### config.mk
export PLATFORM = sky130hd
export DESIGN_NAME = rtc_bus_scheduler
export DESIGN_NICKNAME = d
export VERILOG_FILES = /design/src/rtl/rtc_bus_scheduler.sv
export SDC_FILE = /design/constraint.sdc
export NUM_CORES = 1
export LEC_CHECK = 0
export BUFFER_PORTS_ARGS = -buffer_cell sky130_fd_sc_hd__buf_2
export CAP_MARGIN = 0
export CORE_MARGIN = 2
export CORE_UTILIZATION = 37
export DETAILED_ROUTE_END_ITERATION = 16
export PLACE_DENSITY = 0.65
export SLEW_MARGIN = 20
export SYNTH_ARGS = -nofsm -noshare
export SYNTH_HDL_FRONTEND = slang
export SYNTH_SLANG_ARGS = --single-unit
### constraint.sdc
create_clock -name reloj -period 3.6 [get_ports reloj]
set_input_delay 0.36 -clock reloj [delete_from_list [all_inputs] [get_ports reloj]]
set_output_delay 0.36 -clock reloj [all_outputs]
set_load 0.02 [all_outputs]
### src/rtl/rtc_bus_scheduler.sv
// Multiplexed-bus access scheduler for the RTC: sweeps nine time registers once
// per frame and interleaves user writes, each access being ADDR, DATA and GAP phases.
module rtc_bus_scheduler #(
    parameter int T_PH = 4
) (
    input  logic       reloj,
    input  logic       resetM,
    input  logic       frame_tick,
    input  logic       wr_req,
    input  logic [7:0] wr_addr,
    input  logic [7:0] wr_data,
    output logic       wr_ack,
    input  logic [7:0] bus_din,
    output logic [7:0] bus_dout,
    output logic       bus_oe,
    output logic       ad_n,
    output logic       rd_n,
    output logic       wr_n,
    output logic       cs_n,
    output logic       READ,
    output logic [3:0] POSICION,
    output logic [7:0] rd_data,
    output logic       busy,
    output logic       overrun
);

    typedef enum logic [2:0] {IDLE, ADDR, DATA_RD, DATA_WR, GAP} state_t;

    localparam logic [3:0] PH_LAST = 4'(T_PH - 1);

    state_t     state_q, state_d;
    logic [3:0] cnt_q, cnt_d;
    logic [3:0] idx_q, idx_d;
    logic [3:0] pos_q, pos_d;
    logic       sweep_q, sweep_d;
    logic       op_wr_q, op_wr_d;
    logic       ovr_q, ovr_d;
    logic [7:0] rdat_q, rdat_d;
    logic [7:0] tgt_q, tgt_d;
    logic [7:0] wdat_q, wdat_d;
    logic       phase_end;
    logic       rd_gap;
    logic       sweep_end;
    logic       wr_go;

    function automatic logic [7:0] sweep_addr(input logic [3:0] i);
        case (i)
            4'd0:    sweep_addr = 8'h21;
            4'd1:    sweep_addr = 8'h22;
            4'd2:    sweep_addr = 8'h23;
            4'd3:    sweep_addr = 8'h24;
            4'd4:    sweep_addr = 8'h25;
            4'd5:    sweep_addr = 8'h26;
            4'd6:    sweep_addr = 8'h41;
            4'd7:    sweep_addr = 8'h42;
            4'd8:    sweep_addr = 8'h43;
            default: sweep_addr = 8'h00;
        endcase
    endfunction

    assign phase_end = (cnt_q == PH_LAST);
    assign rd_gap    = (state_q == GAP) && !op_wr_q;
    assign sweep_end = rd_gap && (idx_q == 4'd8);
    // The write being acked in its own GAP still has wr_req high; it must not relaunch.
    assign wr_go     = wr_req && !((state_q == GAP) && op_wr_q);

    always_comb begin
        state_d = state_q;
        cnt_d   = cnt_q;
        idx_d   = idx_q;
        pos_d   = pos_q;
        op_wr_d = op_wr_q;
        rdat_d  = rdat_q;
        tgt_d   = tgt_q;
        wdat_d  = wdat_q;
        ovr_d   = ovr_q | (frame_tick & sweep_q);
        sweep_d = sweep_q ? !sweep_end : frame_tick;

        if (sweep_end) begin
            idx_d = 4'd0;
        end else if (rd_gap) begin
            idx_d = idx_q + 4'd1;
        end

        case (state_q)
            IDLE, GAP: begin
                state_d = IDLE;
                cnt_d   = 4'd0;
                if (wr_go) begin
                    state_d = ADDR;
                    op_wr_d = 1'b1;
                    tgt_d   = wr_addr;
                    wdat_d  = wr_data;
                end else if (sweep_d) begin
                    state_d = ADDR;
                    op_wr_d = 1'b0;
                    tgt_d   = sweep_addr(idx_d);
                end
            end
            ADDR: begin
                if (phase_end) begin
                    cnt_d   = 4'd0;
                    state_d = op_wr_q ? DATA_WR : DATA_RD;
                end else begin
                    cnt_d = cnt_q + 4'd1;
                end
            end
            DATA_RD: begin
                if (phase_end) begin
                    cnt_d   = 4'd0;
                    state_d = GAP;
                    rdat_d  = bus_din;
                    pos_d   = idx_q;
                end else begin
                    cnt_d = cnt_q + 4'd1;
                end
            end
            DATA_WR: begin
                if (phase_end) begin
                    cnt_d   = 4'd0;
                    state_d = GAP;
                end else begin
                    cnt_d = cnt_q + 4'd1;
                end
            end
            default: state_d = IDLE;
        endcase
    end

    always_ff @(posedge reloj) begin
        if (resetM) begin
            state_q <= IDLE;
            cnt_q   <= 4'd0;
            idx_q   <= 4'd0;
            pos_q   <= 4'd0;
            sweep_q <= 1'b0;
            op_wr_q <= 1'b0;
            ovr_q   <= 1'b0;
            rdat_q  <= 8'h00;
        end else begin
            state_q <= state_d;
            cnt_q   <= cnt_d;
            idx_q   <= idx_d;
            pos_q   <= pos_d;
            sweep_q <= sweep_d;
            op_wr_q <= op_wr_d;
            ovr_q   <= ovr_d;
            rdat_q  <= rdat_d;
        end
    end

    // Address/data latches are only observed in ADDR/DATA_WR, so they carry no reset.
    always_ff @(posedge reloj) begin
        tgt_q  <= tgt_d;
        wdat_q <= wdat_d;
    end

    assign cs_n     = !((state_q == ADDR) || (state_q == DATA_RD) || (state_q == DATA_WR));
    assign ad_n     = (state_q != ADDR);
    assign rd_n     = (state_q != DATA_RD);
    assign wr_n     = (state_q != DATA_WR);
    assign bus_oe   = (state_q == ADDR) || (state_q == DATA_WR);
    assign bus_dout = (state_q == ADDR)    ? tgt_q  :
                      (state_q == DATA_WR) ? wdat_q : 8'h00;
    assign READ     = (state_q == GAP) && !op_wr_q;
    assign wr_ack   = (state_q == GAP) && op_wr_q;
    assign busy     = (state_q != IDLE);
    assign overrun  = ovr_q;
    assign rd_data  = rdat_q;
    assign POSICION = pos_q;

endmodule

# After elaboration in Yosys (flattened, before gate mapping)
# Memory sizes are Yosys's and may differ from the RTL's.
# Index checks and enable logic that the tools add are counted.
[word_totals] ff_bits=42 mem_bits_ro=80 input_bits=28 output_inout_bits=29 mem_count=1
[memory_table] memory="(name not given)" words=16 word_bits=5 rd=1 rd_clocked_by_memory_dff=0 write_ports=0 line="47" text="case (i)"
[classes] add_sub_neg=2 n_eq_ne=11 n_mux=17 n_bitwise=2 n_reduce_logical=22
[ops] op="8-bit 2-to-1 mux" count=4
[ops] op="4-bit 2-to-1 mux" count=3
[ops] op="3-bit case mux with 3 select lines" count=1
[ops] op="4-bit by 1-bit adder with 4-bit output, second input constant" count=2
[ops] op="4-bit case mux with 2 select lines" count=1
[ops] op="2-bit AND reduction" count=4
[ops] op="3-bit by 2-bit == test with 1-bit output, second input constant" count=2
[ops] op="1-bit 2-to-1 mux" count=6
[ops] op="3-bit 2-to-1 mux" count=2
[ops] op="3-bit by 2-bit inequality test with 1-bit output, second input constant" count=2
[ops] op="4-bit by 2-bit == test with 1-bit output, second input constant" count=1
[ops] op="4-bit == test, second input constant" count=1
[ops] op="1-bit logical AND" count=4
[ops] op="1-bit logical NOT" count=4
[ops] op="2-bit nonzero test" count=2
[ops] op="2-bit OR reduction" count=2
[ops] op="3-bit by 1-bit == test with 1-bit output, second input constant" count=1
[ops] op="3-bit == test, second input constant" count=1
[ops] op="3-bit logical NOT" count=1
[ops] op="1-bit logical OR" count=3
[ops] op="3-bit by 1-bit inequality test with 1-bit output, second input constant" count=1
[ops] op="3-bit nonzero test" count=1
[ops] op="3-bit OR reduction" count=1
[ops] op="2-bit by 1-bit inequality test with 1-bit output, second input constant" count=1
[ops] op="other kinds (3)" count=3

# Logic depth before layout (Yosys ltp)
# Gate-level depths: netlist of run 1.
[depth] depth_word=8 mapped_depth=12 depth_no_buf=11

# Worst setup path before layout of run 1
# Ideal clock, no wire load.
[synth_path] kind="register -> register" start="register state_q[1]" end="register tgt_q[1], data pin" t_arrival_ns=2.667 required_ns=3.450 slack_ns=0.783 stages_incl_launch_ff=13 path_buffers=2 period_less_slack_ns=2.817 path_cell_list="dfxtp_1 > buf_6 > or4b_4 > buf_6 > clkinv_1 > nand2_1 > nor2_1 > a21oi_1 > ha_1 > nor2b_1 > o311a_1 > or4_1 > o211ai_2"
[synth_via] elab_chain_cells=7 elab_cells_between_ends=11 classes_between="eq/ne (1); mux (4); reduce/logical (5); memory (1)"
[synth_rtl] item="start, declared" line="31" text="state_t state_q, state_d;"
[synth_rtl] item="start signal, assigned" line="141" text="state_q <= state_d;"
[synth_rtl] item="3-bit == test *"
[synth_rtl] item="1-bit logical AND *"
[synth_rtl] item="named net READ" line="20" text="output logic READ,"
[synth_rtl] item="4-bit 2-to-1 mux or 1-bit logical AND (tied branches)" line="81, 63"
[synth_rtl] item="4-bit 2-to-1 mux *" line="79" text="if (sweep_end) begin"
[synth_rtl] item="memory read 16 x 5 bit *"
[synth_rtl] item="8-bit 2-to-1 mux *" line="94" text="end else if (sweep_d) begin"
[synth_rtl] item="8-bit 2-to-1 mux *" line="89" text="if (wr_go) begin"
[synth_rtl] item="end signal, assigned" line="154" text="tgt_q <= tgt_d;"
[synth_rtl] item="end, declared" line="39" text="logic [7:0] tgt_q, tgt_d;"
# The timed path passes the listed nets; every way through them passes the cells marked *. The select of a mux whose other input is x is not followed.
# A chain may end at the register's enable or synchronous reset.

# Final worst setup path of run 1
[layout_path] start="register state_q[2]" end="register tgt_q[1], data pin"
[layout_via] elab_chain_cells=7 elab_cells_between_ends=11 classes_between="eq/ne (1); mux (4); reduce/logical (5); memory (1)"
[layout_rtl] item="3-bit == test *" line="62, 65"
[layout_rtl] item="1-bit logical AND" line="62" text="assign rd_gap = (state_q == GAP) && !op_wr_q;"
[layout_rtl] item="4-bit 2-to-1 mux or 1-bit logical AND (tied branches)" line="81, 63"
[layout_rtl] item="4-bit 2-to-1 mux" line="79"
[layout_rtl] item="memory read 16 x 5 bit"
[layout_rtl] item="8-bit 2-to-1 mux" line="94"
[layout_rtl] item="8-bit 2-to-1 mux *" line="89"
# Every way passes the cells marked *; elsewhere a longest branch is shown, timed or not. The select of a mux whose other input is x is not followed.

==> run summary, run 1 <==
Outcome = finished clean
Worst-path maximum fanout = 14
Root Buffer = clkbuf_8
R2R depth = 10
Fin Setup TNS = 0 ns
GP Congestion = 0.858
RSZ-0062 raised after global routing = false
Syn avg cell area = 9.91 µm²
Cell Area, Synth = 1990 µm²
Antenna violations before repair = 0
Final HPWL DP = 3.01 mm
Most frequent cells after synthesis = nor2_1, dfxtp_1, mux2i_1
Critical path launch point type = flop
Library cells used by synthesis = 40
Hold_buf cts = 0
Remaining Overflow, GRT = 0
Area grow syn2layout = 21.9%
PnR worst setup slack = 0.584 ns
1st-iter DRT viols = 99
Slew Viols, Final = 0
Vias = 1596
Final nets = 288
Global-route wire length before repair = 7.21 mm
Critical path origin = state_q[2]$_SDFFE_PP0P_
Post-CTS setup repair buffer count = 0
Max Cap Viol = 0
Later-pin clock latency in the skew report = 0.29 ns
Ys flop type = dfxtp_1
Num Clock Sinks = 42
VDD IR-drop max = 214 µV
Final hold violations = 0
Resized Gates After CTS = 0
Critical Path AT = 3.16 ns
Crit path largest cell delay = 0.59 ns
FF-to-FF End = tgt_q[1]$_DFFE_PP_
Placed cell area = 2320 µm²
Gate Count Post-Synth = 201
Final WL = 4.17 mm
Vias per inst = 4.90
CTS tree = done
Post-route ant nets = 0
Buffers on Ports = 56
Post-layout util = 47.2%
Hold Path Class = primary input to flop
EDFF count, synth = 16
Min Clock Period, post-route = 3.02 ns
Post-Place Setup Slack = 0.646 ns
CP endpoint = tgt_q[1]$_DFFE_PP_
Synth warnings = 0
Ports = 57
Worst path slowest cell = or4b_4
Relative slew margins = 38.3%
Tcrit/Tclk final = 83.8%
1st-pass router iterations = 4
Die span in y = 77.4 µm
Syn nets = 234
Top cell type by total area after synthesis = dfxtp_1
Vias in the first global route = 1573
Die W = 77.4 µm
Clock skew = 0.00687 ns
Post-route cell area = 2430 µm²
Share of cells above drive strength 1 = 28.1%
Final setup fails = 0
TritonCTS Buffers = 5
Hold slack final = 0.242 ns
Register area share after synthesis = 50.3%
Synth top area cells = dfxtp_1, edfxtp_1, mux2i_1
Most common cell in the synthesized netlist = nor2_1
Worst R2R Start = state_q[2]$_SDFFE_PP0P_
Reg2reg setup slack = 0.58 ns
Number of H-tree levels = 2
Ys async rst share = 0%
Fmax = 332 MHz
Setup Crit Path Kind = flop to flop
Pwr dens = 425 nW/µm²
WP data required = 3.74 ns
Critical Path Sink Type = flop
Actual slew at the worst max-slew pin = 0.926 ns
WL/cell = 12.8 µm
LEAKAGE = 1.13 nW
# diodes = 0
Critical-path cell list = or4b_4 -> clkinv_1 -> nand2_1 -> nor2_1 -> a21oi_1 -> ha_1 -> nor2b_1 -> o311a_1 -> or4_1 -> o211ai_2
Synth Register Bits = 42
Row count = 26
Tot GR Track Use = 15.0%
Drt drc = 0
Largest net degree at the start of global routing = 27
Clock Tree Buf Depth = 2
Synth top area share = 26.1%
Total die area = 5990 µm²
Initial Utilization = 38.8%
Core Area = 5140 µm²
Clock-pin slew on the worst setup and hold paths = 0.08 ns
-- power by group --
group | switching, W | leakage [nW] | internal (W)
clock | 0.000163 | 0.0587 | 0.000210
combinational | 0.0000781 | 0.703 | 0.0000448
sequential | 0.0000116 | 0.369 | 0.000525
total | 0.000252 | 1.13 | 0.000779
-- flip-flops by register name, summed over array words and instances (netlist names), 3 cells and up --
register / cells
POSICION: 4
cnt_q: 4
idx_q: 4
rd_data: 8
state_q: 3
tgt_q: 8
wdat_q: 8
-- placed cells by master, fill, tap and decap left out, types with 2 or more instances in the layout --
| master | count |
|---|---|
| a211oi_1 | 2 |
| nand4_1 | 3 |
| ha_1 | 5 |
| buf_2 | 56 |
| dfxtp_1 | 26 |
| nand2b_1 | 7 |
| a21oi_1 | 12 |
| o21ai_0 | 4 |
| nor3b_1 | 2 |
| o211ai_2 | 2 |
| nand4b_1 | 2 |
| buf_4 | 2 |
| edfxtp_1 | 16 |
| nor2_1 | 32 |
| xor2_1 | 3 |
| nor3_1 | 7 |
| and2_1 | 4 |
| nand3_1 | 4 |
| nor2b_1 | 3 |
| nand2_1 | 12 |
| inv_1 | 6 |
| mux2i_1 | 21 |
| clkbuf_8 | 5 |
-- cell families after synthesis --
kind of cell | synth area share [%]
xor+xnor | 1.32
buf+inv | 4.15
simple gates | 21.2
fa+ha+maj | 3.14
compound gates | 9.36
mux | 10.6
flops | 50.3
-- per-stage QoR --
stage	std cells	power [W]
after global routing	326	0.00108
after CTS	326	0.00104
after global placement	318	0.000670
after floorplan	201	0.000623
final	326	0.00103
after detailed placement	318	0.000672
-- metal layers --
metal / vias up / GRT usage [%] / routed length [µm]
met3: 5 / 3.84 / 240
met1: 731 / 17.9 / 1910
met5: - / 0 / 0
met2: 48 / 25.7 / 1950
li1: 812 / - / -
met4: 0 / 5.89 / 71
-- worst min-delay path by stage --
| stage | startpoint | to | slack (ns) | cells after the start |
|---|---|---|---|---|
| finish | wr_data[3] | wdat_q[3]$_DFFE_PP_ | 0.24 | 1 |
| global route | wr_data[2] | wdat_q[2]$_DFFE_PP_ | 0.23 | 1 |
| CTS | wr_data[3] | wdat_q[3]$_DFFE_PP_ | 0.23 | 1 |
| detailed placement | overrun$_SDFF_PP0_ | overrun$_SDFF_PP0_ | 0.46 | 2 |
| global placement | overrun$_SDFF_PP0_ | overrun$_SDFF_PP0_ | 0.45 | 2 |
| floorplan | wr_data[0] | wdat_q[0]$_DFFE_PP_ | 0.46 | 0 |
-- area by class of cell --
class                   count  area [µm²]
fillers                   515        2710
flip-flops and latches     42        1000
multi-input cells         141         908
repair buffers             58         295
well taps                  70        87.6
clock buffers               6        73.8
clock inverters             2        36.3
inverters                   7        26.3
-- worst max-delay path: cells and delay by family (launching register included) --
family / cells / cell delay, ns
buf+inv: 1 / 0.17
compound gates: 3 / 0.52
fa+ha+maj: 1 / 0.35
flops: 1 / 0.55
simple gates: 5 / 1.28
Power figures use the tool's default switching activity.
==> run 2: changes to the inputs <==
- ABC_AREA: not set -> 1
- clock period: 3.6 -> 3 ns (I/O delays scaled with it)
==> run 2 against run 1 <==
Clock skew about the same; area after synthesis down 1.9%; wire length shrank 4.8%; die area down 1.8%; sequential power grew 20%; worst setup slack improved by 0.32 ns; register-to-register slack improved by 0.46 ns; core utilization is 0.43 points lower; global-route usage decreased by 1.2 points; critical path type is now flop to output port.
==> run summary, run 2 <==
EDFF count, synth = 16
Clock skew = 0.00692 ns
Library cells used by synthesis = 26
Synth top area cells = dfxtp_1, edfxtp_1, nand2_1
Setup Crit Path Kind = flop to output port
Most frequent cells after synthesis = nand2_1, nor2_1, inv_1
Max Cap Viol = 0
TritonCTS Buffers = 5
Met1 global-route usage = 17.6%
Commonest non-fill, non-tap cell in the layout = buf_2
Synth warnings = 0
Vias per inst = 4.36
Tcrit/Tclk final = 69.9%
GRT met2 Usage = 21.6%
1st-pass router iterations = 4
# diodes = 0
Post-route ant nets = 0
Gate Count Post-Synth = 238
Worst-path maximum fanout = 12
Tot GR Track Use = 13.8%
Vias in the first global route = 1479
Cell Area, Synth = 1950 µm²
Final setup fails = 0
Actual slew at the worst max-slew pin = 0.461 ns
Synth Area in Compound Gates = 8.52%
Slew Viols, Final = 0
Vias = 1605
Register area share after synthesis = 51.2%
Syn avg cell area = 8.21 µm²
Resized Gates After CTS = 0
Ys async rst share = 0%
Clock Tree Buf Depth = 2
Area grow syn2layout = 22.4%
Hold Path Class = primary input to flop
Remaining Overflow, GRT = 0
1st-iter DRT viols = 88
Commonest cells after routing, fill and taps aside = buf_2, nand2_1, nor2_1
Ys flop type = dfxtp_1
RSZ-0062 raised after global routing = false
Share of cells above drive strength 1 = 29.2%
Fin Setup TNS = 0 ns
Simple-gate portion of the synthesized area = 28.2%
VDD IR-drop max = 221 µV
Min Clock Period, post-route = 2.10 ns
Core Area = 5110 µm²
Final nets = 330
Adder-cell share of the synthesized area = 3.20%
Global-route wire length before repair = 6.47 mm
Critical Path AT = 1.80 ns
Fmax = 477 MHz
Xor/xnor cell area share of the yosys netlist = 0.897%
Outcome = finished clean
Die span in y = 76.7 µm
Row count = 26
Initial Utilization = 38.2%
Multiplexer area fraction after synthesis = 0%
Final HPWL DP = 3.02 mm
Syn nets = 271
Synth top area share = 26.6%
Clock-pin slew on the worst setup and hold paths = 0.09 ns
Largest family of logic cells by synthesized area = simple AND/OR/NAND/NOR gates
Routing usage on met3 = 3.65%
WL/cell = 10.8 µm
Num Clock Sinks = 42
Most common cell in the synthesized netlist = nand2_1
Drt drc = 0
Root Buffer = clkbuf_8
Number of H-tree levels = 2
Synth Register Bits = 42
CTS tree = done
Final hold violations = 0
Total die area = 5880 µm²
Later-pin clock latency in the skew report = 0.30 ns
Critical path launch point type = flop
Busiest grt layer = met2
LEAKAGE = 1.16 nW
Ports = 57
Antenna violations before repair = 0
Hold_buf cts = 0
Post-layout util = 46.8%
Buffers on Ports = 56
Largest net degree at the start of global routing = 17
Relative slew margins = 69.2%
Post-CTS setup repair buffer count = 0
Pwr dens = 490 nW/µm²
Die W = 76.7 µm
WP data required = 2.70 ns
GP Congestion = 0.794
Critical Path Sink Type = output port
Final WL = 3.97 mm
Top cell type by total area after synthesis = dfxtp_1
[run 2: cell types whose count changed after synthesis, sizes merged, moves of 3 or more]
cell and change:
nand2 +43, clkbuf -4, nor2b -3, and2 -4
o21ai +14, o211ai -3, mux2i -21, nor2 +8
nand2b -7, inv +25, nor3 -5, nand3 +18
nand4 -3
[run 2: report_power, final]
part / switching [W] / leakage, nW / internal, W
clock: 0.000201 / 0.0484 / 0.000164
sequential: 0.0000149 / 0.369 / 0.000629
combinational: 0.000108 / 0.738 / 0.0000536
total: 0.000324 / 1.16 / 0.000847
[run 2: worst paths after layout]
check	startpoint	endpoint	slack, ns	cells past startpoint
max	state_q[2]$_SDFFE_PP0P_	bus_dout[6]	0.90	7
min	wr_data[2]	wdat_q[2]$_DFFE_PP_	0.18	1
max reg2reg	state_q[1]$_SDFFE_PP0P_	tgt_q[1]$_DFFE_PP_	1.04	10
min reg2reg	overrun$_SDFF_PP0_	overrun$_SDFF_PP0_	0.47	2
[run 2: kinds of logic after synthesis]
| logic type | after synthesis |
|---|---|
| AO/OA/AOI/OAI | 31 |
| XOR/XNOR | 2 |
| adder cells (fa/ha/maj) | 5 |
| buffers and inverters | 38 |
| flip-flops | 42 |
| AND/OR/NAND/NOR | 120 |
[run 2: cell type report]
cell class,count,area [µm²]
fillers,533,2720
flip-flops and latches,42,1000
multi-input cells,158,797
repair buffers,57,288
inverters,33,129
well taps,70,87.6
clock buffers,5,68.8
clock inverters,3,20.0
[run 2: routing by layer]
metal  up-vias  share of wire [%]
li1        877                  -
met1       675                 47
met2        48                 45
met3         5                6.2
met4         0                1.5
met5         -                  0
[run 2: worst max-delay path, stage by stage (launching register included)]
cell and delay [ns]:
dfxtp_1 0.53, nor2_1 0.09, buf_4 0.18, nand2_1 0.12, clkinv_1 0.23, nand2_1 0.14
nand2_1 0.05, buf_2 0.15
[run 2: per-stage QoR]
| step | cell area, µm² | setup slack [ns] | total power, W | cells | hold slack, ns |
|---|---|---|---|---|---|
| after floorplan | 1950 | 1.30 | 0.000758 | 238 | 0.369 |
| after global placement | 2300 | 1.10 | 0.000819 | 360 | 0.458 |
| after detailed placement | 2300 | 1.03 | 0.000820 | 360 | 0.458 |
| after CTS | 2390 | 0.900 | 0.00118 | 368 | 0.172 |
| after global routing | 2390 | 0.688 | 0.00123 | 368 | 0.167 |
| final | 2390 | 0.903 | 0.00117 | 368 | 0.177 |
